`src/rtl/pool_pkg.sv`:
```
// Shared types and constants for the average-pooling controller.
package pool_pkg;

   typedef enum logic [2:0] {
      StIdle,
      StFetch,
      StAccWait,
      StDivIssue,
      StDivWait,
      StOut
   } state_e;

   localparam logic [15:0] FP16_ZERO = 16'h0000;

endpackage

```
`src/rtl/pool_wdog.sv`:
```
// Response watchdog: counts wait cycles and flags when WAIT_MAX elapse without an answer.
module pool_wdog #(
   parameter int unsigned WAIT_MAX = 64
) (
   input  logic clk,
   input  logic rst_n,
   input  logic clear,
   input  logic enable,
   output logic expired
);

   localparam int unsigned CW = $clog2(WAIT_MAX + 1);
   localparam logic [CW-1:0] LAST = CW'(WAIT_MAX - 1);

   logic [CW-1:0] cnt_q, cnt_d;

   // Fires in the WAIT_MAX-th enabled cycle after the last clear.
   assign expired = enable && !clear && (cnt_q == LAST);

   always_comb begin
      cnt_d = cnt_q;
      if (clear) begin
         cnt_d = '0;
      end else if (enable && !expired) begin
         cnt_d = cnt_q + 1'b1;
      end
   end

   always_ff @(posedge clk or negedge rst_n) begin
      if (!rst_n) begin
         cnt_q <= '0;
      end else begin
         cnt_q <= cnt_d;
      end
   end

endmodule

```
`src/rtl/pool_ctrl.sv`:
```
// Average-pooling sequencer: streams window elements through the sacc unit, then issues one divide.
module pool_ctrl
   import pool_pkg::*;
#(
   parameter int unsigned CNT_W    = 9,
   parameter int unsigned WAIT_MAX = 64
) (
   input  logic             clk,
   input  logic             rst_n,
   input  logic             start,
   input  logic [CNT_W-1:0] cfg_count,
   output logic             busy,
   output logic             done,
   output logic             err,
   input  logic [15:0]      in_data,
   input  logic             in_valid,
   output logic             in_ready,
   output logic [15:0]      acc_tmp_sum,
   output logic [15:0]      acc_data,
   output logic             acc_data_ready,
   output logic             acc_div_en,
   input  logic             acc_pool_ready,
   input  logic [15:0]      acc_result,
   input  logic [15:0]      acc_result_div,
   output logic [15:0]      out_data,
   output logic             out_valid,
   input  logic             out_ready
);

   state_e           state_q, state_d;
   logic [CNT_W-1:0] remain_q, remain_d;
   logic [15:0]      sum_q, sum_d;
   logic [15:0]      out_data_q, out_data_d;
   logic [15:0]      acc_data_q, acc_data_d;
   logic [15:0]      acc_tmp_sum_q, acc_tmp_sum_d;
   logic             err_q, err_d;
   logic             done_q, done_d;
   logic             strobe_q, strobe_d;
   logic             wd_clear, wd_en, wd_expired;

   assign wd_en = (state_q == StAccWait) || (state_q == StDivWait);

   pool_wdog #(
      .WAIT_MAX (WAIT_MAX)
   ) u_wdog (
      .clk     (clk),
      .rst_n   (rst_n),
      .clear   (wd_clear),
      .enable  (wd_en),
      .expired (wd_expired)
   );

   always_comb begin
      state_d       = state_q;
      remain_d      = remain_q;
      sum_d         = sum_q;
      out_data_d    = out_data_q;
      acc_data_d    = acc_data_q;
      acc_tmp_sum_d = acc_tmp_sum_q;
      err_d         = err_q;
      done_d        = 1'b0;
      strobe_d      = 1'b0;
      wd_clear      = 1'b0;
      unique case (state_q)
         StIdle: begin
            if (start) begin
               if (cfg_count != '0) begin
                  remain_d = cfg_count;
                  sum_d    = FP16_ZERO;
                  err_d    = 1'b0;
                  state_d  = StFetch;
               end else begin
                  done_d = 1'b1;
               end
            end
         end
         StFetch: begin
            if (in_valid) begin
               acc_data_d    = in_data;
               acc_tmp_sum_d = sum_q;
               strobe_d      = 1'b1;
               remain_d      = remain_q - 1'b1;
               wd_clear      = 1'b1;
               state_d       = StAccWait;
            end
         end
         StAccWait: begin
            // A response wins over a same-cycle timeout.
            if (acc_pool_ready) begin
               sum_d   = acc_result;
               state_d = (remain_q != '0) ? StFetch : StDivIssue;
            end else if (wd_expired) begin
               err_d   = 1'b1;
               done_d  = 1'b1;
               state_d = StIdle;
            end
         end
         StDivIssue: begin
            acc_tmp_sum_d = sum_q;
            strobe_d      = 1'b1;
            wd_clear      = 1'b1;
            state_d       = StDivWait;
         end
         StDivWait: begin
            if (acc_pool_ready) begin
               out_data_d = acc_result_div;
               state_d    = StOut;
            end else if (wd_expired) begin
               err_d   = 1'b1;
               done_d  = 1'b1;
               state_d = StIdle;
            end
         end
         StOut: begin
            if (out_ready) begin
               done_d  = 1'b1;
               state_d = StIdle;
            end
         end
         default: state_d = StIdle;
      endcase
   end

   always_ff @(posedge clk or negedge rst_n) begin
      if (!rst_n) begin
         state_q       <= StIdle;
         remain_q      <= '0;
         sum_q         <= FP16_ZERO;
         out_data_q    <= FP16_ZERO;
         acc_data_q    <= FP16_ZERO;
         acc_tmp_sum_q <= FP16_ZERO;
         err_q         <= 1'b0;
         done_q        <= 1'b0;
         strobe_q      <= 1'b0;
      end else begin
         state_q       <= state_d;
         remain_q      <= remain_d;
         sum_q         <= sum_d;
         out_data_q    <= out_data_d;
         acc_data_q    <= acc_data_d;
         acc_tmp_sum_q <= acc_tmp_sum_d;
         err_q         <= err_d;
         done_q        <= done_d;
         strobe_q      <= strobe_d;
      end
   end

   assign busy           = (state_q != StIdle);
   assign in_ready       = (state_q == StFetch);
   assign out_valid      = (state_q == StOut);
   assign acc_div_en     = (state_q == StDivIssue) || (state_q == StDivWait);
   assign done           = done_q;
   assign err            = err_q;
   assign acc_data_ready = strobe_q;
   assign acc_data       = acc_data_q;
   assign acc_tmp_sum    = acc_tmp_sum_q;
   assign out_data       = out_data_q;

endmodule

```
`config.mk`:
```
export PLATFORM = sky130hd
export DESIGN_NAME = pool_ctrl
export DESIGN_NICKNAME = d
export VERILOG_FILES = /design/src/rtl/pool_pkg.sv /design/src/rtl/pool_wdog.sv /design/src/rtl/pool_ctrl.sv
export SDC_FILE = /design/constraint.sdc
export NUM_CORES = 1
export LEC_CHECK = 0
export ABC_CLOCK_PERIOD_IN_PS = 2000
export CORE_ASPECT_RATIO = 0.6
export CORE_MARGIN = 8
export CORE_UTILIZATION = 40
export DETAILED_ROUTE_END_ITERATION = 8
export MAX_ROUTING_LAYER = met4
export PLACE_DENSITY = 0.82
export SKIP_CTS_REPAIR_TIMING = 1
export SLEW_MARGIN = 25
export SYNTH_ARGS = -nofsm -noshare
export SYNTH_HDL_FRONTEND = slang
export SYNTH_HIERARCHICAL = 1
export SYNTH_SLANG_ARGS = --single-unit
```
`constraint.sdc`:
```
create_clock -name clk -period 2 [get_ports clk]
set_clock_uncertainty 0.1 [all_clocks]
set_input_delay 0.6 -clock clk [delete_from_list [all_inputs] [get_ports clk]]
set_output_delay 0.6 -clock clk [all_outputs]
set_load 0.02 [all_outputs]
```
# After elaboration in Yosys (flattened, before gate mapping)
# Index checks and enable logic that the tools add are counted.
# totals
romBits	0
n_memories	0
reg_bits	86
latchBits	0
inputBits	63
ramBits	0
out_inout_bits	55
# op_classes
n_eq_ne	13
n_shift	0
n_div	0
n_lt_le_gt_ge	0
n_mul	0
n_bitwise	0
n_mux	34
reduce_logical	24
addsub	2
# op_table
cell	count
16-bit 2-to-1 mux	4
16-bit case mux with 2 select lines	2
9-bit 2-to-1 mux	3
3-bit 2-to-1 mux	7
3-bit case mux with 6 select lines	1
9-bit case mux with 2 select lines	1
9-bit nonzero test	2
7-bit 2-to-1 mux	2
4-bit AND reduction	3
1-bit 2-to-1 mux	10
2-bit != test (second input constant)	5
2-bit nonzero test	5
9-bit by 1-bit subtractor with 9-bit output (second input constant)	1
7-bit by 1-bit adder with 7-bit output (second input constant)	1
7-bit by 6-bit equality test with 1-bit output (second input constant)	1
3-bit by 2-bit equality test with 1-bit output (second input constant)	2
3-bit equality test (second input constant)	2
2-bit AND reduction	3
5-bit AND reduction	1
2-bit by 1-bit != test with 1-bit output (second input constant)	2
1-bit case mux with 2 select lines	2
3-bit by 1-bit equality test with 1-bit output (second input constant)	1
1-bit logical AND	3
3-bit zero test	1
other kinds (6)	8

# Logic depth before layout (Yosys ltp)
# Gate-level depths: netlist of run 1.
# depth
word_depth	9
ltp_mapped	10
ltp_nobuf	8

# Modules after synthesis
# Netlist of run 1, hierarchy kept.
# modules_own_cells
module	area_per_inst_um2	seq_area_each_um2	cells_per_inst	instances
pool_ctrl	3613.5	1976.9	287	1
pool_wdog	429.2	175.2	43	1

# Worst setup path after synthesis of run 1
# Ideal clock, no wire load.
# synth_timing
kind	register -> register
from	register state_q[1]
to	register state_q[1]
stages_incl_launch_ff	11
arrival_time_ns	2.055
setup_time_ns	0.071
t_required_ns	1.829
period_less_slack_ns	2.226
path_slack_ns	-0.226
cell_sequence	dfrtp_1 > buf_2 > nor2_1 > nor3b_2 > buf_4 > buf_6 > nor3_1 > nor4b_1 > nor2_1 > o32a_1 > nor2_1
# synth_via
elab_chain_len	8
elab_cells_between_ends	20
classes_between	9 x eq/ne; 5 x mux; 6 x reduce/logical
# synth_rtl
element	line_no	text
start, declared	pool_ctrl.sv:30	state_e state_q, state_d;
start signal, assigned	pool_ctrl.sv:126	state_q <= StIdle;
start signal, assigned	pool_ctrl.sv:136	state_q <= state_d;
3-bit by 2-bit equality test with 1-bit output or 3-bit by 1-bit equality test with 1-bit output (tied branches)	--	
1-bit case mux with 2 select lines *	--	
net strobe_d	pool_ctrl.sv:38	logic strobe_q, strobe_d;
1-bit zero test *	pool_wdog.sv:18	assign expired = enable && !clear && (cnt_q == LAST);
1-bit logical AND * (2 in series)	pool_wdog.sv:18	
net wd_expired	pool_ctrl.sv:39	logic wd_clear, wd_en, wd_expired;
3-bit 2-to-1 mux *	--	
3-bit 2-to-1 mux, on equally long branches	--	
3-bit case mux with 6 select lines *	pool_ctrl.sv:64	unique case (state_q)
# Mark *: on every way through the listed nets, which the timed path passes. The rest lies on a longest branch.
# A chain may end at the register's enable or synchronous reset.

# Worst setup path in the final report of run 1
# layout_timing
from	register state_q[0]
to	output port busy
# layout_via
elab_chain_len	1
# layout_rtl
element	line_no	text
3-bit nonzero test	pool_ctrl.sv:148	assign busy = (state_q != StIdle);
end, declared	pool_ctrl.sv:12	output logic busy,
# Every way passes these cells.

==> results.toml, run 1 <==
[pwr]
leakagePower_nw = 3.40
max-vdd-ir-drop_mv = 0.681
report.power.total_mw = 9.76
powerDensity_mw_per_mm2 = 1540

[clock_tree]
clockRootBuffer = "clkbuf_16"
tritoncts = "built"
clock_sinks = 86
numCtsBuffers = 9
clockBufferDepth = 2
worstSkewPairLatency_ps = 340
clock_transition_at_the_registers_of_the_reported_paths_ps = 60
cts_htree_levels = 3

[placed_design]
placed_cells = 605
place.detailed.hpwl_mm = 8.26
dpl-instance-area_sq_mm = 0.00565
replace_congestion = 0.874
numPortBuffers = 117
pre_cts_slack_ps = -469

[timing]
fmaxAchievable_mhz = 482
final-setup-viol-count = 6
timing.setup.tns_ps = -264
max-slew-margin-rel = 0.743
minimum_period_implied_by_the_final_worst_setup_slack_ps = 2070
unrepaired_setup_endpoints_after_global_routing = "true"
final-max-slew-violation-count = 0
timing.final.crit_share = 1.04
setup_ws_ps = -73.9
timing.hold.ws_ps = 36.8
worst-slew-pin-transition_ps = 382
final_hold_viol_count = 0

[final_layout]
area_delta_synth_final_pct = 57.2
most-common-layout-cells = "86 x dfrtp_1, 59 x dlymetal6s2s_1, 52 x clkdlybuf4s50_1, 49 x mux2_2, 35 x buf_4"
utilization = 0.645
num-nets-final = 557
final_layout_size_suffix_gt1_frac = 0.312
layout_commonest_cell = "dfrtp_1"
num_antenna_cells = 0
finalNonFillerCells = 632
stdcell_area_sq_mm = 0.00635

[setup_path]
crit_path_frequent_cell = "buf_6"
required_ps = 1300
crit_path_start_kind = "flop"
cpPeakStageDelay_ps = 420
critical_path.cell_chain = "buf_6 > buf_12 > nor3_4 > inv_2 > buf_6"
cp.buffers_inverters = 4
critical-path-slowest-cell = "dfrtp_1"
critical_path.endpoint_type = "primary output"
worstPathMaxFanout = 4
worstPathArrival_ps = 1370
timing.critical_path.max_delay_family = "buffers and inverters"
timing.setup.critical_path_class = "flop to primary output"

[logic_synthesis]
synth_area_per_cell_sq_um = 12.3
netlist_instances = 330
synthArstFlopShare = 1.00
synthesis.area_sq_mm = 0.00404
yosysWarningCount = 6
yosys_register_bits = 86
synth-main-ff-cell = "dfrtp_1"
ys_types = 58
synth-seq-area-share = 0.532
syn-num-nets = 395
number_of_enable_flip_flop_cells_after_synthesis = 0

[detailed_routing]
vias_per_cell = 5.26
drt_first_pass_iters = 4
avgRoutedWirePerCell_um = 18.8
routed_wire_length_mm = 11.9
detailedRoute.firstIterationViolations = 195
via_count = 3327
route.antenna.remaining_nets = 0
drc = 0

[outcome]
outcome = "complete, but fails checks"
failed_checks = "setup timing"

[floorplan]
coreArea_sq_mm = 0.00984
fp.dieW_um = 146
fp.dieH_um = 93.9
i_o_pin_total = 118
die_area_sq_mm = 0.0137
initial_utilization = 0.411
placement_rows = 28

[grt]
first_pass_grt_wire_length_mm = 18.0
grt.overflow.total = 0
via_count_of_the_first_global_routing_pass = 3417
global_route.usage.total = 0.169
number_of_antenna_violations_at_the_first_check_in_global_routing = 0
grt_start_max_net_pins = 41

[worst_hold_path]
min_path_type = "primary input to async pin"

[job]
maxCapViolations = 0
-- synth_stat cells (4+ instances only) --
library cell  number  area [sq um]
mux2_2            49           552
nand2_1           24          90.1
nand3_1            5          25.0
o21ai_0            9          45.0
buf_6              6          67.6
nand4_1            4          25.0
a211oi_1           6          45.0
mux2i_1           19           190
a31oi_1            5          31.3
buf_4              5          37.5
a21oi_1            6          30.0
nor3_1             5          25.0
nor2_1            11          41.3
inv_1             24          90.1
o22ai_1            4          25.0
dfrtp_1           86          2150
nand3b_1           4          30.0
-- kinds of logic (layout without fill, tap and decap cells) --
| family | Yosys count | in the layout | share of synthesized area |
|---|---|---|---|
| adder cells (fa/ha/maj) | 2 | 2 | 0.00619 |
| flip-flops | 86 | 86 | 0.532 |
| AO/OA/AOI/OAI | 55 | 56 | 0.103 |
| buffers and inverters | 41 | 207 | 0.0557 |
| multiplexers | 68 | 68 | 0.184 |
| AND/OR/NAND/NOR | 78 | 78 | 0.119 |
-- worst register-to-register path: cells and delay by family, from the launching register on --
family | cells | cell delay [ps]
AO/OA/AOI/OAI | 3 | 520
AND/OR/NAND/NOR | 4 | 510
buffers and inverters | 3 | 430
flip-flops | 1 | 420
-- sequential cells by signal, summed over array words and instances (netlist names) --
| signal | count |
|---|---|
| acc_data_ready | 1 |
| acc_data | 16 |
| acc_tmp_sum | 16 |
| u_wdog/cnt_q | 7 |
| done | 1 |
| state_q | 3 |
| out_data | 16 |
| remain_q | 9 |
| err | 1 |
| sum_q | 16 |
-- where the power goes --
| group | total [mW] | switching, mW | internal, mW |
|---|---|---|---|
| combinational | 5.10 | 2.47 | 2.63 |
| clock | 1.69 | 0.691 | 1.00 |
| sequential | 2.97 | 0.465 | 2.50 |
-- worst paths after layout --
check / startpoint / to / slack (ps) / depth (start not counted)
max in group asynchronous: rst_n / acc_data[9] / 1230 / 2
min reg2reg: acc_tmp_sum[11] / acc_tmp_sum[11] / 400 / 1
min: rst_n / acc_data[6] / 40 / 1
max reg2reg: state_q[2] / err / -40 / 10
min in group clk: acc_tmp_sum[11] / acc_tmp_sum[11] / 400 / 1
max: state_q[0] / busy / -70 / 5
-- layout make-up --
cell class | count | area [sq um]
clock inverters | 5 | 58.8
repair buffers | 165 | 1820
fillers | 723 | 3490
inverters | 26 | 103
multi-input cells | 204 | 1810
clock buffers | 11 | 243
flip-flops and latches | 86 | 2150
well taps | 135 | 169
-- per-layer routing --
layer | routed length (um) | vias to the layer above | global-route usage
met5 | 0 | - | -
met4 | 124 | 0 | 0.0482
met3 | 791 | 9 | 0.0544
met2 | 5610 | 108 | 0.255
met1 | 5360 | 1692 | 0.216
li1 | - | 1518 | -
No activity file was read; power rests on OpenSTA's default activity.
==> run 2, diff against run 1 <==
--- a/config.mk
+++ b/config.mk
@@ -5,10 +5,12 @@
 export SDC_FILE = /design/constraint.sdc
 export NUM_CORES = 1
 export LEC_CHECK = 0
+export ABC_AREA = 1
 export ABC_CLOCK_PERIOD_IN_PS = 2000
 export CORE_ASPECT_RATIO = 0.6
 export CORE_MARGIN = 8
 export CORE_UTILIZATION = 40
+export CTS_BUF_LIST = sky130_fd_sc_hd__clkbuf_2
 export DETAILED_ROUTE_END_ITERATION = 8
 export MAX_ROUTING_LAYER = met4
 export PLACE_DENSITY = 0.82
==> run 2 against run 1 <==
The flow still finishes with violations (setup timing); register-to-register slack better by 150 ps; highest routed layer unchanged; global-route usage is 0.26 points lower; via count is 2.9% higher; cell area is 7.3% lower.
==> results.toml, run 2 <==
[logic_synthesis]
yosys.area.top_type = "dfrtp_1"
netlist_instances = 442
synth_top_cells_by_count = "181 x nand2_1, 86 x dfrtp_1, 34 x inv_1"
yosys_register_bits = 86
synthArstFlopShare = 1.00
ys_types = 29
most_frequent_cell_after_synthesis = "nand2_1"
synth-seq-area-share = 0.540
synth_top_cell_area_share = 0.540
syn-num-nets = 507
synthesis.area_sq_mm = 0.00399
synth_area_per_cell_sq_um = 9.02
synth.area.top_cells = "dfrtp_1 54%, nand2_1 17%, mux2_2 6.2%"
yosysWarningCount = 6
number_of_enable_flip_flop_cells_after_synthesis = 0
synth-main-ff-cell = "dfrtp_1"

[placed_design]
replace_congestion = 0.907
pre_cts_slack_ps = -275
numPortBuffers = 117
place.detailed.hpwl_mm = 7.93

[detailed_routing]
avgRoutedWirePerCell_um = 14.5
via_count = 3424
route.antenna.remaining_nets = 0
drc = 0
routed_wire_length_mm = 10.7
vias_per_cell = 4.64
drt_first_pass_iters = 5
detailedRoute.firstIterationViolations = 191

[timing]
setup_ws_ps = -196
final-max-slew-violation-count = 0
worst-slew-pin-transition_ps = 402
max-slew-margin-rel = 0.732
unrepaired_setup_endpoints_after_global_routing = "true"
fmaxAchievable_mhz = 455
timing.final.crit_share = 1.10
minimum_period_implied_by_the_final_worst_setup_slack_ps = 2200
final-setup-viol-count = 4
timing.setup.tns_ps = -620
final_hold_viol_count = 0

[final_layout]
most-common-layout-cells = "177 x nand2_1, 85 x dfrtp_1, 61 x clkdlybuf4s50_1, 48 x dlymetal6s2s_1, 33 x buf_4"
area_delta_synth_final_pct = 47.7
num-nets-final = 662
layout_commonest_cell = "nand2_1"
final_layout_size_suffix_gt1_frac = 0.199
final.fill_count = 821

[grt]
grt_start_max_net_pins = 74
via_count_of_the_first_global_routing_pass = 3587
global_route.usage.total = 0.167
grt.overflow.total = 0
first_pass_grt_wire_length_mm = 17.3
number_of_antenna_violations_at_the_first_check_in_global_routing = 1

[clock_tree]
clockRootBuffer = "clkbuf_2"
clock_sinks = 86
worstSkewPairLatency_ps = 510
tritoncts = "built"
clockBufferDepth = 2
numCtsBuffers = 9
cts_htree_levels = 3
clock_transition_at_the_registers_of_the_reported_paths_ps = 250

[floorplan]
die_area_sq_mm = 0.0135
coreArea_sq_mm = 0.00977
i_o_pin_total = 118
fp.dieW_um = 145
placement_rows = 28
initial_utilization = 0.408
fp.dieH_um = 93.3

[setup_path]
worst_r2r_startpoint = "state_q[1]"
timing.setup.critical_path_class = "flop to primary output"
cpPeakStageDelay_ps = 470
timing.critical_path.max_delay_family = "flip-flops"
worstPathMaxFanout = 3
r2r-end = "state_q[1]"
critical_path.endpoint_type = "primary output"
critical-path-slowest-cell = "dfrtp_1"
reg2reg_setup_slack_ps = 110
worstPathArrival_ps = 1500
required_ps = 1300
worst_r2r_path_depth = 17
cp.buffers_inverters = 3
critical_path.cell_chain = "nor2_2 > inv_2 > nor2_4 > inv_2 > buf_4"
crit_path_frequent_cell = "inv_2"
crit_path_start_kind = "flop"

[worst_hold_path]
min_path_type = "primary input to async pin"

[pwr]
internal_power_mw = 5.10
power.net_switching_mw = 3.74
report.power.total_mw = 8.84
sw_frac_of_total = 0.423
power.share.sequential = 0.332
clock_power_share = 0.115
max-vdd-ir-drop_mv = 0.729
powerDensity_mw_per_mm2 = 1500
leakagePower_nw = 3.50
power.combinational.fraction = 0.553

[job]
maxCapViolations = 0

[outcome]
failed_checks = "setup timing"
outcome = "complete, but fails checks"
-- run 2: cell type report --
type	instances	area [sq um]	area share
antenna	1	2.50	0.000425
clock buffer	9	45.0	0.00765
sequential	86	2150	0.366
multi-input combinational	309	1670	0.284
timing repair buffer	154	1600	0.272
clock inverter	7	96.3	0.0164
inverter	37	144	0.0244
tap	135	169	0.0287
-- run 2: worst max-delay path by stage --
stage | start | to | slack, ps | cells after the start
5_1_grt | state_q[0] | acc_div_en | -350 | 5
2_1_floorplan | state_q[0] | state_q[1] | 10 | 17
3_3_place_gp | in_valid | state_q[1] | -320 | 13
4_1_cts | state_q[1] | busy | -770 | 5
3_5_place_dp | in_valid | state_q[1] | -280 | 13
6_report | state_q[0] | busy | -200 | 5
-- run 2: kinds of logic (layout without fill, tap and decap cells) --
group / count (synthesis) / in the layout / synth area share
other cells: 0 / 1 / 0
simple gates: 241 / 241 / 0.252
buf+inv: 47 / 207 / 0.0530
mux: 32 / 32 / 0.0998
fa+ha+maj: 2 / 2 / 0.00628
compound gates: 31 / 31 / 0.0427
flops: 86 / 86 / 0.540
xor+xnor: 3 / 3 / 0.00659
-- run 2: power groups by stage --
stage               Combinational, mW  Clock (mW)  Sequential, mW
finish                           4.89        1.01            2.93
global route                     5.34        1.12            3.04
CTS                              4.79        1.07            2.95
detailed placement               4.77           0            2.99
global placement                 4.66           0            2.94
floorplan                        2.11           0            3.54
-- run 2: per-stage QoR --
stage	util	hold WS (ps)	cell area, sq um	std cells
6_report	0.602	328	5890	738
5_1_grt	0.602	244	5890	738
4_1_cts	0.578	-308	5650	729
3_5_place_dp	0.564	360	5510	713
3_3_place_gp	0.564	353	5510	713
2_1_floorplan	-	204	3990	442
-- run 2: worst reg2reg max path: cells and delay by family, from the launching register on --
family / cells / cell delay (ps)
AO/OA/AOI/OAI: 1 / 140
buffers and inverters: 7 / 520
flip-flops: 1 / 460
AND/OR/NAND/NOR: 9 / 590
-- run 2: metal layers --
layer | wire length, um | up-vias | GRT usage
met5 | 0 | - | -
met4 | 49 | 0 | 0.0405
met3 | 901 | 4 | 0.0570
met2 | 4920 | 119 | 0.252
met1 | 4810 | 1592 | 0.212
li1 | - | 1709 | -
